`config.mk`:
```
export PLATFORM = sky130hd
export DESIGN_NAME = pc_gen_flat
export DESIGN_NICKNAME = d
export VERILOG_FILES = /design/src/rtl/pc_gen_if.sv /design/src/rtl/pc_gen.sv /design/src/flat_wrapper.sv
export SDC_FILE = /design/constraint.sdc
export NUM_CORES = 1
export LEC_CHECK = 0
export ABC_CLOCK_PERIOD_IN_PS = 7550
export CORE_MARGIN = 2
export CORE_UTILIZATION = 35
export DETAILED_ROUTE_END_ITERATION = 10
export GPL_ROUTABILITY_DRIVEN = 0
export PLACE_DENSITY_LB_ADDON = 0.2
export SYNTH_ARGS = -nofsm -noshare
export SYNTH_HDL_FRONTEND = slang
export SYNTH_SLANG_ARGS = --single-unit
```
`constraint.sdc`:
```
create_clock -name clk -period 7.55 [get_ports clk]
set_clock_uncertainty 0.1 [all_clocks]
set_input_delay 1.8875 -clock clk [delete_from_list [all_inputs] [get_ports clk]]
set_output_delay 1.8875 -clock clk [all_outputs]
set_load 0.01 [all_outputs]
```
`src/rtl/pc_gen_if.sv`:
```
// Fetch-stage control/status bundle between the pipeline and the program-counter generator.
interface pc_gen_if #(
  parameter int unsigned XLEN = 32
) ();

  logic            stall;
  logic            redirect;
  logic [XLEN-1:0] redirect_pc;
  logic            trap;
  logic [XLEN-1:0] trap_vec;
  logic            call;
  logic            ret;
  logic            halt_req;
  logic            resume;

  logic [XLEN-1:0] pc;
  logic            pc_valid;
  logic            ras_empty;
  logic            ras_full;
  logic [1:0]      state;

  // Pipeline side: drives control, observes the fetch address.
  modport master (
    output stall, redirect, redirect_pc, trap, trap_vec, call, ret, halt_req, resume,
    input  pc, pc_valid, ras_empty, ras_full, state
  );

  // Generator side.
  modport slave (
    input  stall, redirect, redirect_pc, trap, trap_vec, call, ret, halt_req, resume,
    output pc, pc_valid, ras_empty, ras_full, state
  );

endinterface

```
`src/rtl/pc_gen.sv`:
```
// Program-counter generator: boot delay, halt/resume, trap vectoring, branch redirect
// and a circular return-address stack that predicts returns.
module pc_gen #(
  parameter int unsigned      XLEN         = 32,
  parameter logic [XLEN-1:0]  RESET_VECTOR = '0,
  parameter int unsigned      BOOT_CYCLES  = 2,
  parameter int unsigned      RAS_DEPTH    = 4
) (
  input  logic      clk,
  input  logic      rst,
  pc_gen_if.slave   bus
);

  localparam int unsigned PTR_W  = $clog2(RAS_DEPTH);
  localparam int unsigned CNT_W  = PTR_W + 1;
  localparam int unsigned BOOT_W = 8;

  // BOOT lasts BOOT_CYCLES clocks; 0 and 1 both leave on the first edge.
  localparam logic [BOOT_W-1:0] BOOT_LAST =
    (BOOT_CYCLES == 0) ? BOOT_W'(0) : BOOT_W'(BOOT_CYCLES - 1);

  typedef enum logic [1:0] {
    ST_BOOT = 2'b00,
    ST_RUN  = 2'b01,
    ST_HALT = 2'b10
  } state_e;

  state_e              state_q,     state_d;
  logic [XLEN-1:0]     pc_q,        pc_d;
  logic [BOOT_W-1:0]   boot_cnt_q,  boot_cnt_d;
  logic [PTR_W-1:0]    ras_ptr_q,   ras_ptr_d;
  logic [CNT_W-1:0]    ras_cnt_q,   ras_cnt_d;
  logic                pc_valid_q;
  logic                ras_empty_q;
  logic                ras_full_q;

  logic [XLEN-1:0]     ras_mem [RAS_DEPTH];
  logic                ras_we;
  logic [PTR_W-1:0]    ras_waddr;
  logic [XLEN-1:0]     ras_wdata;

  logic [XLEN-1:0]     pc_seq;
  logic [XLEN-1:0]     ras_top;
  logic                ras_has_entry;

  // Instruction fetches are word aligned; loaded targets drop the low two bits.
  function automatic logic [XLEN-1:0] align(input logic [XLEN-1:0] a);
    return a & ~XLEN'(3);
  endfunction

  assign pc_seq        = pc_q + XLEN'(4);
  assign ras_top       = ras_mem[ras_ptr_q];
  assign ras_has_entry = (ras_cnt_q != CNT_W'(0));

  // Next-state, next-pc and RAS update.
  always_comb begin
    state_d    = state_q;
    pc_d       = pc_q;
    boot_cnt_d = boot_cnt_q;
    ras_ptr_d  = ras_ptr_q;
    ras_cnt_d  = ras_cnt_q;
    ras_we     = 1'b0;
    ras_waddr  = ras_ptr_q;
    ras_wdata  = pc_seq;

    case (state_q)
      ST_BOOT: begin
        pc_d = RESET_VECTOR;
        if (boot_cnt_q == BOOT_LAST) begin
          state_d = ST_RUN;
        end else begin
          boot_cnt_d = boot_cnt_q + BOOT_W'(1);
        end
      end

      ST_RUN: begin
        if (bus.trap) begin
          pc_d = align(bus.trap_vec);
        end else if (bus.redirect) begin
          pc_d = align(bus.redirect_pc);
        end else if (bus.stall) begin
          pc_d = pc_q;
        end else if (bus.ret && ras_has_entry) begin
          pc_d = ras_top;
          if (bus.call) begin
            // Call and return together: swap the top entry, depth unchanged.
            ras_we    = 1'b1;
            ras_waddr = ras_ptr_q;
          end else begin
            ras_ptr_d = ras_ptr_q - PTR_W'(1);
            ras_cnt_d = ras_cnt_q - CNT_W'(1);
          end
        end else begin
          pc_d = pc_seq;
          if (bus.call) begin
            // Circular push: when full the slot after the top holds the oldest entry.
            ras_we    = 1'b1;
            ras_waddr = ras_ptr_q + PTR_W'(1);
            ras_ptr_d = ras_ptr_q + PTR_W'(1);
            if (ras_cnt_q != CNT_W'(RAS_DEPTH)) begin
              ras_cnt_d = ras_cnt_q + CNT_W'(1);
            end
          end
        end

        if (bus.halt_req && !bus.trap && !bus.redirect) begin
          state_d = ST_HALT;
        end
      end

      ST_HALT: begin
        if (bus.trap) begin
          pc_d    = align(bus.trap_vec);
          state_d = ST_RUN;
        end else if (bus.resume) begin
          state_d = ST_RUN;
        end
      end

      default: begin
        state_d = ST_BOOT;
        pc_d    = RESET_VECTOR;
      end
    endcase
  end

  // State, pc and status registers.
  always_ff @(posedge clk or negedge rst) begin
    if (!rst) begin
      state_q     <= ST_BOOT;
      pc_q        <= RESET_VECTOR;
      boot_cnt_q  <= '0;
      ras_ptr_q   <= '0;
      ras_cnt_q   <= '0;
      pc_valid_q  <= 1'b0;
      ras_empty_q <= 1'b1;
      ras_full_q  <= 1'b0;
    end else begin
      state_q     <= state_d;
      pc_q        <= pc_d;
      boot_cnt_q  <= boot_cnt_d;
      ras_ptr_q   <= ras_ptr_d;
      ras_cnt_q   <= ras_cnt_d;
      pc_valid_q  <= (state_d == ST_RUN);
      ras_empty_q <= (ras_cnt_d == CNT_W'(0));
      ras_full_q  <= (ras_cnt_d == CNT_W'(RAS_DEPTH));
    end
  end

  // Return-address storage; cleared on reset so no stale target survives.
  always_ff @(posedge clk or negedge rst) begin
    if (!rst) begin
      for (int i = 0; i < RAS_DEPTH; i++) begin
        ras_mem[i] <= '0;
      end
    end else if (ras_we) begin
      ras_mem[ras_waddr] <= ras_wdata;
    end
  end

  assign bus.pc        = pc_q;
  assign bus.pc_valid  = pc_valid_q;
  assign bus.ras_empty = ras_empty_q;
  assign bus.ras_full  = ras_full_q;
  assign bus.state     = state_q;

endmodule
```
`src/flat_wrapper.sv`:
```
// flat-port wrapper written by rule: the top's interface ports become plain ports
module pc_gen_flat 
#(
  parameter int unsigned      XLEN         = 32,
  parameter logic [XLEN-1:0]  RESET_VECTOR = '0,
  parameter int unsigned      BOOT_CYCLES  = 2,
  parameter int unsigned      RAS_DEPTH    = 4
)
  (clk, rst, bus_stall, bus_redirect, bus_redirect_pc, bus_trap, bus_trap_vec, bus_call, bus_ret, bus_halt_req, bus_resume, bus_pc, bus_pc_valid, bus_ras_empty, bus_ras_full, bus_state);
  pc_gen_if #(.XLEN(XLEN)) bus_i ();
  input  logic clk;
  input  logic rst;
  input wire logic [$bits(bus_i.stall)-1:0] bus_stall;
  input wire logic [$bits(bus_i.redirect)-1:0] bus_redirect;
  input wire logic [$bits(bus_i.redirect_pc)-1:0] bus_redirect_pc;
  input wire logic [$bits(bus_i.trap)-1:0] bus_trap;
  input wire logic [$bits(bus_i.trap_vec)-1:0] bus_trap_vec;
  input wire logic [$bits(bus_i.call)-1:0] bus_call;
  input wire logic [$bits(bus_i.ret)-1:0] bus_ret;
  input wire logic [$bits(bus_i.halt_req)-1:0] bus_halt_req;
  input wire logic [$bits(bus_i.resume)-1:0] bus_resume;
  output wire logic [$bits(bus_i.pc)-1:0] bus_pc;
  output wire logic [$bits(bus_i.pc_valid)-1:0] bus_pc_valid;
  output wire logic [$bits(bus_i.ras_empty)-1:0] bus_ras_empty;
  output wire logic [$bits(bus_i.ras_full)-1:0] bus_ras_full;
  output wire logic [$bits(bus_i.state)-1:0] bus_state;
  assign bus_i.stall = bus_stall;
  assign bus_i.redirect = bus_redirect;
  assign bus_i.redirect_pc = bus_redirect_pc;
  assign bus_i.trap = bus_trap;
  assign bus_i.trap_vec = bus_trap_vec;
  assign bus_i.call = bus_call;
  assign bus_i.ret = bus_ret;
  assign bus_i.halt_req = bus_halt_req;
  assign bus_i.resume = bus_resume;
  assign bus_pc = bus_i.pc;
  assign bus_pc_valid = bus_i.pc_valid;
  assign bus_ras_empty = bus_i.ras_empty;
  assign bus_ras_full = bus_i.ras_full;
  assign bus_state = bus_i.state;
  pc_gen #(.XLEN(XLEN), .RESET_VECTOR(RESET_VECTOR), .BOOT_CYCLES(BOOT_CYCLES), .RAS_DEPTH(RAS_DEPTH)) u_core (.clk(clk), .rst(rst), .bus(bus_i));
endmodule
```
==> flow_metrics.py, run 1 <==
metrics = {
    "status": {
        "status": "finished, final reports clean",
    },
    "cts": {
        "hold_buffers": 0,
        "clock_sinks": 178,
        "ctsResizeCount": 0,
        "cts_buffers": 17,
        "cts_root_buf": "clkbuf_16",
        "path_clk_slew_ns": 0.07,
        "cts_buffer_depth": 2,
        "cts_tree": "built",
        "cts_setup_buffers": 0,
        "clock_latency_ns": 0.44,
        "cts_max_level": 4,
    },
    "global_route": {
        "grt_pass1_wl_mm": 46.2,
        "grt-ovfl-total": 0,
        "gr-usage-all-layers": 0.211,
        "grt_max_degree": 74,
        "grt_pass1_vias": 7998,
        "antenna_found_initial": 0,
    },
    "drt": {
        "post_drt_wl_per_cell_um": 20.7,
        "drtAntennaViolNets": 0,
        "drt-vias-per-instance": 5.61,
        "dr.pass1.iters": 5,
        "first_iter_violations": 654,
        "drc_errors": 0,
        "drt_wl_total_mm": 29.5,
        "routed-via-count": 8002,
    },
    "yosys": {
        "synth_seq_area_share": 0.465,
        "synth_top_cell_area_share": 0.462,
        "synthTopCellsByArea": "dfrtp_1 46%, mux4_2 7.5%, o21ai_0 4.9%",
        "ys_seq_elements": 178,
        "synth_area_um2": 9590,
        "async_flop_share": 1.00,
        "syn_inst": 1001,
        "avgSynthCellArea_um2": 9.58,
        "ys_warn_count": 0,
        "synth_nets": 1084,
        "synth_top_flop_cell": "dfrtp_1",
        "synth_edf_count": 0,
        "yosysTopAreaCell": "dfrtp_1",
        "synth_cell_type_count": 67,
    },
    "power": {
        "p_clk_frac": 0.243,
        "peakVddDrop_uv": 184,
        "p_total_mw": 3.93,
        "seq_power_share": 0.396,
        "p_leak_nw": 4.67,
        "switching_share": 0.371,
        "intPower_mw": 2.47,
        "p_switching_mw": 1.46,
        "p_comb_frac": 0.361,
        "powerDensity_nw_per_um2": 340,
    },
    "finish": {
        "fin_nets": 1156,
        "layout.cells.non_filler": 1426,
        "layout_common_cells": "176 x dfrtp_1, 117 x nand2_1, 104 x clkdlybuf4s50_1",
        "n_antenna_cell": 0,
        "final_cell_area_um2": 11600,
        "final_common_cell": "dfrtp_1",
        "drive_gt1_frac": 0.104,
        "fillers": 2589,
        "area_delta_synth_final_pct": 20.6,
        "finish.utilization": 0.429,
    },
    "setup_path": {
        "crit_path_end_kind": "flip-flop",
        "rrSetupSlack_ns": 4.17,
        "crit_path_start_kind": "input pin",
        "worstPathMaxFanout": 34,
        "required_ns": 7.81,
        "crit_type": "input pin to flip-flop",
        "cp.arrival_ns": 4.86,
    },
    "timing": {
        "post-route-period-util": 0.609,
        "finalHoldViolCount": 0,
        "fmax_ghz": 0.217,
        "setup_viol": 0,
        "worst_slew_pin_slew_ns": 0.970,
        "setup_tns_ns": 0,
        "fin_ws_ns": 2.95,
        "hold_slack_ns": 0.374,
        "slew_viol_final": 0,
        "period_minus_slack_ns": 4.60,
        "rsz0062_at_grt": "no",
        "max_slew_margin": 0.354,
    },
    "floorplanning": {
        "dieWidth_um": 170,
        "die_area_um2": 28700,
        "rows": 60,
        "ios": 110,
        "initial_core_util": 0.356,
        "coreArea_um2": 27000,
        "die_y_um": 170,
    },
    "place": {
        "hpwl_mm": 19.9,
        "dp.cells": 1395,
        "placed_area_um2": 10900,
        "preCtsSetupSlack_ns": 2.50,
        "portBuffers": 105,
    },
    "hold_path": {
        "holdCritPathClass": "flip-flop to flip-flop",
    },
    "job": {
        "max_cap_viol_count": 0,
    },
}
==> synth_stat cells (16+ instances only) <==
master,instances
a21oi_1,78
nor4_1,20
xnor2_1,19
buf_2,16
nand3_1,33
nand4_1,17
mux4_2,32
a22oi_1,17
inv_1,19
clkbuf_1,52
nor2_1,90
o21ai_0,93
nand2_1,117
dfrtp_1,177
==> worst max-delay path, stage by stage <==
cell and delay, ns:
clkdlybuf4s50_1 0.40, buf_4 0.27, nor4b_2 0.53, and2_0 0.37
o211a_2 0.83, buf_4 0.35, nor2_1 0.06, a21oi_1 0.12
==> logic make-up (layout without fill, tap and decap cells) <==
logic type,count (synthesis),in the layout,share of synthesized area
adders and majority gates,10,10,0.0131
muxes,43,43,0.0877
xor gates and xnor gates,33,33,0.0301
DFF,178,178,0.465
AOI/OAI and AO/OA,282,282,0.181
buffers and inverters,93,177,0.0393
and+or+nand+nor,362,362,0.184
==> cell type report <==
type,count,area (um^2),share of cell area
Multi-Input combinational cell,730,4780,0.413
Sequential cell,178,4460,0.386
Timing Repair Buffer,126,1210,0.105
Clock buffer,19,443,0.0383
Tap cell,341,427,0.0369
Clock inverter,12,169,0.0146
Inverter,20,75.1,0.00649
==> power by group through the flow <==
stage	Sequential (mW)	Combinational [mW]	Clock, mW
5_1_grt	1.60	1.56	1.01
3_3_place_gp	1.56	1.39	0
3_5_place_dp	1.56	1.42	0
2_1_floorplan	1.46	0.976	0
6_report	1.55	1.42	0.954
4_1_cts	1.55	1.42	0.970
==> sequential cells by signal, indices dropped and copies added, names as in the netlist <==
| name | cells |
|---|---|
| u_core.ras_ptr_q | 2 |
| u_core.bus.pc | 32 |
| u_core.ras_mem | 128 |
| u_core.bus.pc_valid | 1 |
| u_core.bus.ras_empty | 1 |
| u_core.boot_cnt_q | 8 |
| u_core.ras_cnt_q | 3 |
| u_core.bus.state | 2 |
| u_core.bus.ras_full | 1 |
==> final timing paths <==
path / from / end / cells after the start
worst max-delay path: bus_redirect / u_core.ras_mem[77] / 8
worst min-delay path: u_core.boot_cnt_q[7] / u_core.boot_cnt_q[7] / 1
worst max register to register: u_core.ras_cnt_q[0] / u_core.ras_mem[3] / 7
worst min register to register: u_core.boot_cnt_q[7] / u_core.boot_cnt_q[7] / 1
max in group asynchronous: rst / u_core.ras_mem[40] / 2
min in group asynchronous: rst / u_core.boot_cnt_q[0] / 1
==> metal layers <==
metal  track usage  part of all wire  vias up
met2         0.341              0.46      245
met5             0                 0        -
met3        0.0478             0.059       44
met4        0.0591             0.023        0
li1              -                 -     3809
met1         0.284              0.46     3904
(Power assumes the default switching activity.)
==> run 2: changes to the inputs <==
Settings changed: ABC_CLOCK_PERIOD_IN_PS 7550 to 4430.
Clock period 7.55 ns to 4.43 ns, I/O delays scaled along.
==> run 2 against run 1 <==
Compared with the run above:
- cell area grew 1.2%
- critical path type unchanged
- die area is the same
- sequential power grew 73%
- largest cell class unchanged
- core utilization grew 0.51 points
- total power grew 70%
- critical path depth shrank 1
- global-route usage is essentially flat
- worst hold slack gained 0.0024 ns
- wire length shrank 0.52%
==> flow_metrics.py, run 2 (synthesis results as in run 1) <==
metrics = {
    "status": {
        "status": "finished, final reports clean",
    },
    "drt": {
        "drc_errors": 0,
        "routed-via-count": 8113,
        "drt-vias-per-instance": 5.62,
        "first_iter_violations": 589,
        "drt_wl_total_mm": 29.3,
        "drtAntennaViolNets": 0,
        "dr.pass1.iters": 5,
        "post_drt_wl_per_cell_um": 20.3,
    },
    "setup_path": {
        "r2r-start": "u_core.ras_cnt_q[1]",
        "crit_path_start_kind": "input pin",
        "rrSetupSlack_ns": 1.23,
        "worstPathMaxFanout": 55,
        "crit_path_end_kind": "flip-flop",
        "r2r-end": "u_core.ras_mem[3]",
        "required_ns": 4.65,
        "crit_type": "input pin to flip-flop",
        "reg2regPathDepth": 7,
        "cp.arrival_ns": 3.59,
        "critPathLaunch": "bus_redirect",
    },
    "finish": {
        "multi_input_area_um2": 4780,
        "n_antenna_cell": 0,
        "largest_register": "u_core.ras_mem",
        "final_common_cell": "dfrtp_1",
        "largest_reg_flops": 128,
        "area_delta_synth_final_pct": 22.0,
        "fillers": 2588,
        "layout_common_cells": "176 x dfrtp_1, 117 x nand2_1, 104 x clkdlybuf4s50_1",
        "fin_nets": 1172,
        "layout.cells.non_filler": 1443,
        "seq_area_um2": 4460,
        "drive_gt1_frac": 0.117,
    },
    "hold_path": {
        "holdCritPathClass": "flip-flop to flip-flop",
        "hp-start": "u_core.boot_cnt_q[7]",
        "hold_end": "u_core.boot_cnt_q[7]",
        "min_delay_path_depth": 1,
    },
    "place": {
        "hpwl_mm": 20.6,
        "portBuffers": 105,
        "dp.cells": 1411,
    },
    "cts": {
        "clock_sinks": 178,
        "cts_setup_buffers": 0,
        "cts_buffer_depth": 2,
        "cts_tree": "built",
        "cts_root_buf": "clkbuf_16",
        "cts_buffers": 17,
        "ctsResizeCount": 0,
        "path_clk_slew_ns": 0.08,
        "clock_latency_ns": 0.44,
        "cts_max_level": 4,
        "hold_buffers": 0,
    },
    "timing": {
        "max_slew_margin": 0.381,
        "finalHoldViolCount": 0,
        "setup_viol": 0,
        "slew_viol_final": 0,
        "rsz0062_at_grt": "no",
        "worst_slew_pin_slew_ns": 0.929,
        "setup_tns_ns": 0,
        "fmax_ghz": 0.297,
        "post-route-period-util": 0.760,
        "period_minus_slack_ns": 3.37,
    },
    "power": {
        "p_switching_mw": 2.47,
        "p_clk_frac": 0.239,
        "seq_power_share": 0.402,
        "p_total_mw": 6.68,
        "powerDensity_nw_per_um2": 571,
        "p_leak_nw": 4.75,
        "switching_share": 0.370,
        "peakVddDrop_uv": 284,
        "intPower_mw": 4.21,
        "p_comb_frac": 0.359,
    },
    "job": {
        "max_cap_viol_count": 0,
    },
    "global_route": {
        "antenna_found_initial": 0,
        "grt-ovfl-total": 0,
        "grt_max_degree": 67,
        "grt_pass1_wl_mm": 46.4,
        "gr-usage-all-layers": 0.210,
        "grt_pass1_vias": 8105,
    },
    "floorplanning": {
        "die_area_um2": 28700,
        "die_y_um": 170,
        "initial_core_util": 0.356,
        "rows": 60,
        "coreArea_um2": 27000,
        "ios": 110,
        "dieWidth_um": 170,
    },
}
[run 2: changes by cell type in the layout (fill, tap and decap cells not counted), sizes merged]
cell / before / now
clkinv: 3 / 4
buf: 22 / 38
[run 2: critical path, stage by stage]
cell and delay (ns):
clkdlybuf4s50_1 0.59, nor4b_2 0.31, buf_4 0.17, and2_0 0.32, o211ai_1 0.42, buf_12 0.33, mux2_2 0.30
[run 2: area by class of cell]
class                      instances  area share
inverter                          20     0.00642
sequential                       178       0.381
tap                              341      0.0365
timing repair buffer             142       0.116
clock inverter                    13      0.0147
clock buffer                      19      0.0370
multi-input combinational        730       0.409
[run 2: metrics by stage]
step / setup slack [ns] / hold WS, ns / utilization / instance area [um^2]
floorplan: 1.51 / 0.345 / - / 9590
global placement: 0.636 / 0.358 / 0.412 / 11100
detailed placement: 0.627 / 0.366 / 0.412 / 11100
CTS: 1.08 / 0.378 / 0.434 / 11700
global route: 0.899 / 0.391 / 0.434 / 11700
finish: 1.06 / 0.377 / 0.434 / 11700
[run 2: power by group through the flow]
stage	Combinational [mW]	Clock (mW)	Sequential, mW
6_report	2.40	1.60	2.68
5_1_grt	2.65	1.69	2.77
4_1_cts	2.41	1.62	2.68
3_5_place_dp	2.40	0	2.71
3_3_place_gp	2.37	0	2.70
2_1_floorplan	1.66	0	2.48
[run 2: per-layer routing]
metal | vias up | track usage | routed length, um
met5 | - | 0 | 0
met4 | 0 | 0.0535 | 442
met3 | 27 | 0.0343 | 1530
met2 | 234 | 0.347 | 14000
met1 | 4005 | 0.290 | 13400
li1 | 3847 | - | -
[run 2: how the worst max path moves through the flow]
stage / end / slack (ns) / cells after the start
after floorplan: u_core.ras_mem[35] / 1.51 / 6
after global placement: u_core.ras_mem[58] / 0.64 / 8
after detailed placement: u_core.ras_mem[52] / 0.63 / 7
after CTS: u_core.ras_mem[3] / 1.08 / 7
after global routing: u_core.ras_mem[91] / 0.90 / 8
final: u_core.ras_mem[3] / 1.06 / 7
==> run 3: changes to the inputs <==
Settings changed: ABC_CLOCK_PERIOD_IN_PS 4430 to 3300.
Clock period 4.43 ns to 3.3 ns, I/O delays scaled along.
==> run 3 against run 2 <==
Compared with the run above:
- clock-buffer cell count increased by 1
- sequential share of layout area shrank 0.81 points
- clock power grew 26%
- worst hold slack got worse by 0.18 ns
- sequential power increased by 32%
- non-clock buffer count increased by 26
- die area is the same
- first-iteration DRC count down 2.7%
- cell area grew 2.2%
- largest cell class unchanged
- largest power group unchanged
==> flow_metrics.py, run 3 (synthesis results as in run 1) <==
metrics = {
    "drt": {
        "post_drt_wl_per_cell_um": 20.1,
        "drt_wl_total_mm": 29.5,
        "drtAntennaViolNets": 0,
        "dr.pass1.iters": 5,
        "first_iter_violations": 573,
        "drt-vias-per-instance": 5.50,
        "drc_errors": 0,
        "routed-via-count": 8075,
    },
    "power": {
        "p_leak_nw": 4.90,
        "powerDensity_nw_per_um2": 750,
        "switching_share": 0.373,
        "p_total_mw": 8.96,
        "p_comb_frac": 0.379,
        "seq_power_share": 0.396,
        "peakVddDrop_uv": 381,
        "p_switching_mw": 3.34,
        "p_clk_frac": 0.225,
        "intPower_mw": 5.62,
    },
    "setup_path": {
        "crit_type": "input pin to flip-flop",
        "cpMaxStageDelayCell": "clkdlybuf4s50_1",
        "reg2regPathDepth": 8,
        "crit_path_start_kind": "input pin",
        "cp_common_cell": "buf_4",
        "worst_path_largest_cell_delay_ns": 0.60,
        "worstPathMaxFanout": 28,
        "path_buf_inv": 4,
        "path_delay_family": "buffers and inverters",
        "cp.arrival_ns": 3.03,
        "crit_path_end_kind": "flip-flop",
        "cp_cell_sequence": "clkdlybuf4s50_1 > inv_1 > buf_4 > nor4_1 > o21ai_4 > buf_4 > nand2_1 > o21ai_0",
        "required_ns": 3.50,
        "cp.depth": 8,
    },
    "status": {
        "status": "finished, final reports clean",
    },
    "cts": {
        "cts_root_buf": "clkbuf_16",
        "path_clk_slew_ns": 0.07,
        "cts_buffers": 17,
        "clock_latency_ns": 0.44,
        "clock_sinks": 178,
        "cts_setup_buffers": 0,
        "cts_max_level": 4,
        "cts_tree": "built",
        "cts_buffer_depth": 2,
        "ctsResizeCount": 0,
        "hold_buffers": 0,
    },
    "global_route": {
        "grt-ovfl-total": 0,
        "grt_max_degree": 59,
        "grt_pass1_wl_mm": 46.8,
        "gr-usage-all-layers": 0.214,
        "grt_pass1_vias": 8035,
        "antenna_found_initial": 0,
    },
    "job": {
        "max_cap_viol_count": 0,
    },
    "timing": {
        "fin_ws_ns": 0.473,
        "period_minus_slack_ns": 2.83,
        "rsz0062_at_grt": "no",
        "slew_viol_final": 0,
        "post-route-period-util": 0.857,
        "setup_viol": 0,
        "setup_tns_ns": 0,
        "fmax_ghz": 0.354,
        "max_slew_margin": 0.399,
        "worst_slew_pin_slew_ns": 0.898,
        "finalHoldViolCount": 0,
    },
    "floorplanning": {
        "coreArea_um2": 27000,
        "rows": 60,
        "die_area_um2": 28700,
        "ios": 110,
        "initial_core_util": 0.356,
        "die_y_um": 170,
        "dieWidth_um": 170,
    },
    "finish": {
        "area_delta_synth_final_pct": 24.7,
        "final_common_cell": "dfrtp_1",
        "layout_common_cells": "176 x dfrtp_1, 117 x nand2_1, 104 x clkdlybuf4s50_1",
        "layout.cells.non_filler": 1469,
        "fillers": 2600,
        "largest_register": "u_core.ras_mem",
        "largest_reg_flops": 128,
        "n_antenna_cell": 0,
        "drive_gt1_frac": 0.137,
        "fin_nets": 1198,
    },
    "place": {
        "portBuffers": 105,
        "preCtsSetupSlack_ns": 0.0434,
        "dp.cells": 1437,
        "hpwl_mm": 21.4,
    },
    "hold_path": {
        "holdCritPathClass": "input pin to asynchronous set/reset pin",
    },
}
[run 3: worst paths after layout]
check / start / to / slack [ns]
worst max-delay path: bus_ret / u_core.ras_mem[123] / 0.47
min in group clk: u_core.ras_mem[27] / u_core.ras_mem[27] / 0.37
worst min register to register: u_core.ras_mem[27] / u_core.ras_mem[27] / 0.37
worst max register to register: u_core.bus.state[1] / u_core.ras_mem[89] / 0.56
worst min-delay path: rst / u_core.ras_mem[110] / 0.19
max in group asynchronous: rst / u_core.ras_mem[21] / 2.08
[run 3: area by class of cell]
| type | count | area (um^2) | share of cell area |
|---|---|---|---|
| Multi-Input combinational cell | 730 | 4780 | 0.400 |
| Sequential cell | 178 | 4460 | 0.373 |
| Timing Repair Buffer | 168 | 1640 | 0.137 |
| Clock buffer | 20 | 447 | 0.0374 |
| Tap cell | 341 | 427 | 0.0357 |
| Clock inverter | 12 | 128 | 0.0107 |
| Inverter | 20 | 75.1 | 0.00628 |
[run 3: layer usage]
metal,vias up,GRT usage,wire length [um]
met5,-,0,0
met4,0,0.0676,565
met3,35,0.0345,1480
met2,241,0.341,14000
met1,3923,0.299,13500
li1,3876,-,-
[run 3: stage by stage]
step                utilization  hold slack (ns)  cell area (um^2)
floorplan                     -            0.345              9590
global placement          0.422            0.358             11400
detailed placement        0.422            0.364             11400
CTS                       0.443            0.192             12000
global route              0.443            0.208             12000
finish                    0.443            0.192             12000
[run 3: worst register-to-register path: stages, from the launching register on]
cell	delay, ns
dfrtp_1	0.44
inv_1	0.10
ha_1	0.36
nor4b_2	0.31
and2_0	0.32
o211a_2	0.59
buf_4	0.30
nor2_1	0.06
a21oi_1	0.11
[run 3: power groups by stage]
stage | sequential (mW) | clock [mW] | combinational [mW]
CTS | 3.54 | 2.07 | 3.42
global placement | 3.57 | 0 | 3.36
floorplan | 3.33 | 0 | 2.23
global route | 3.66 | 2.16 | 3.75
detailed placement | 3.58 | 0 | 3.41
finish | 3.55 | 2.01 | 3.40
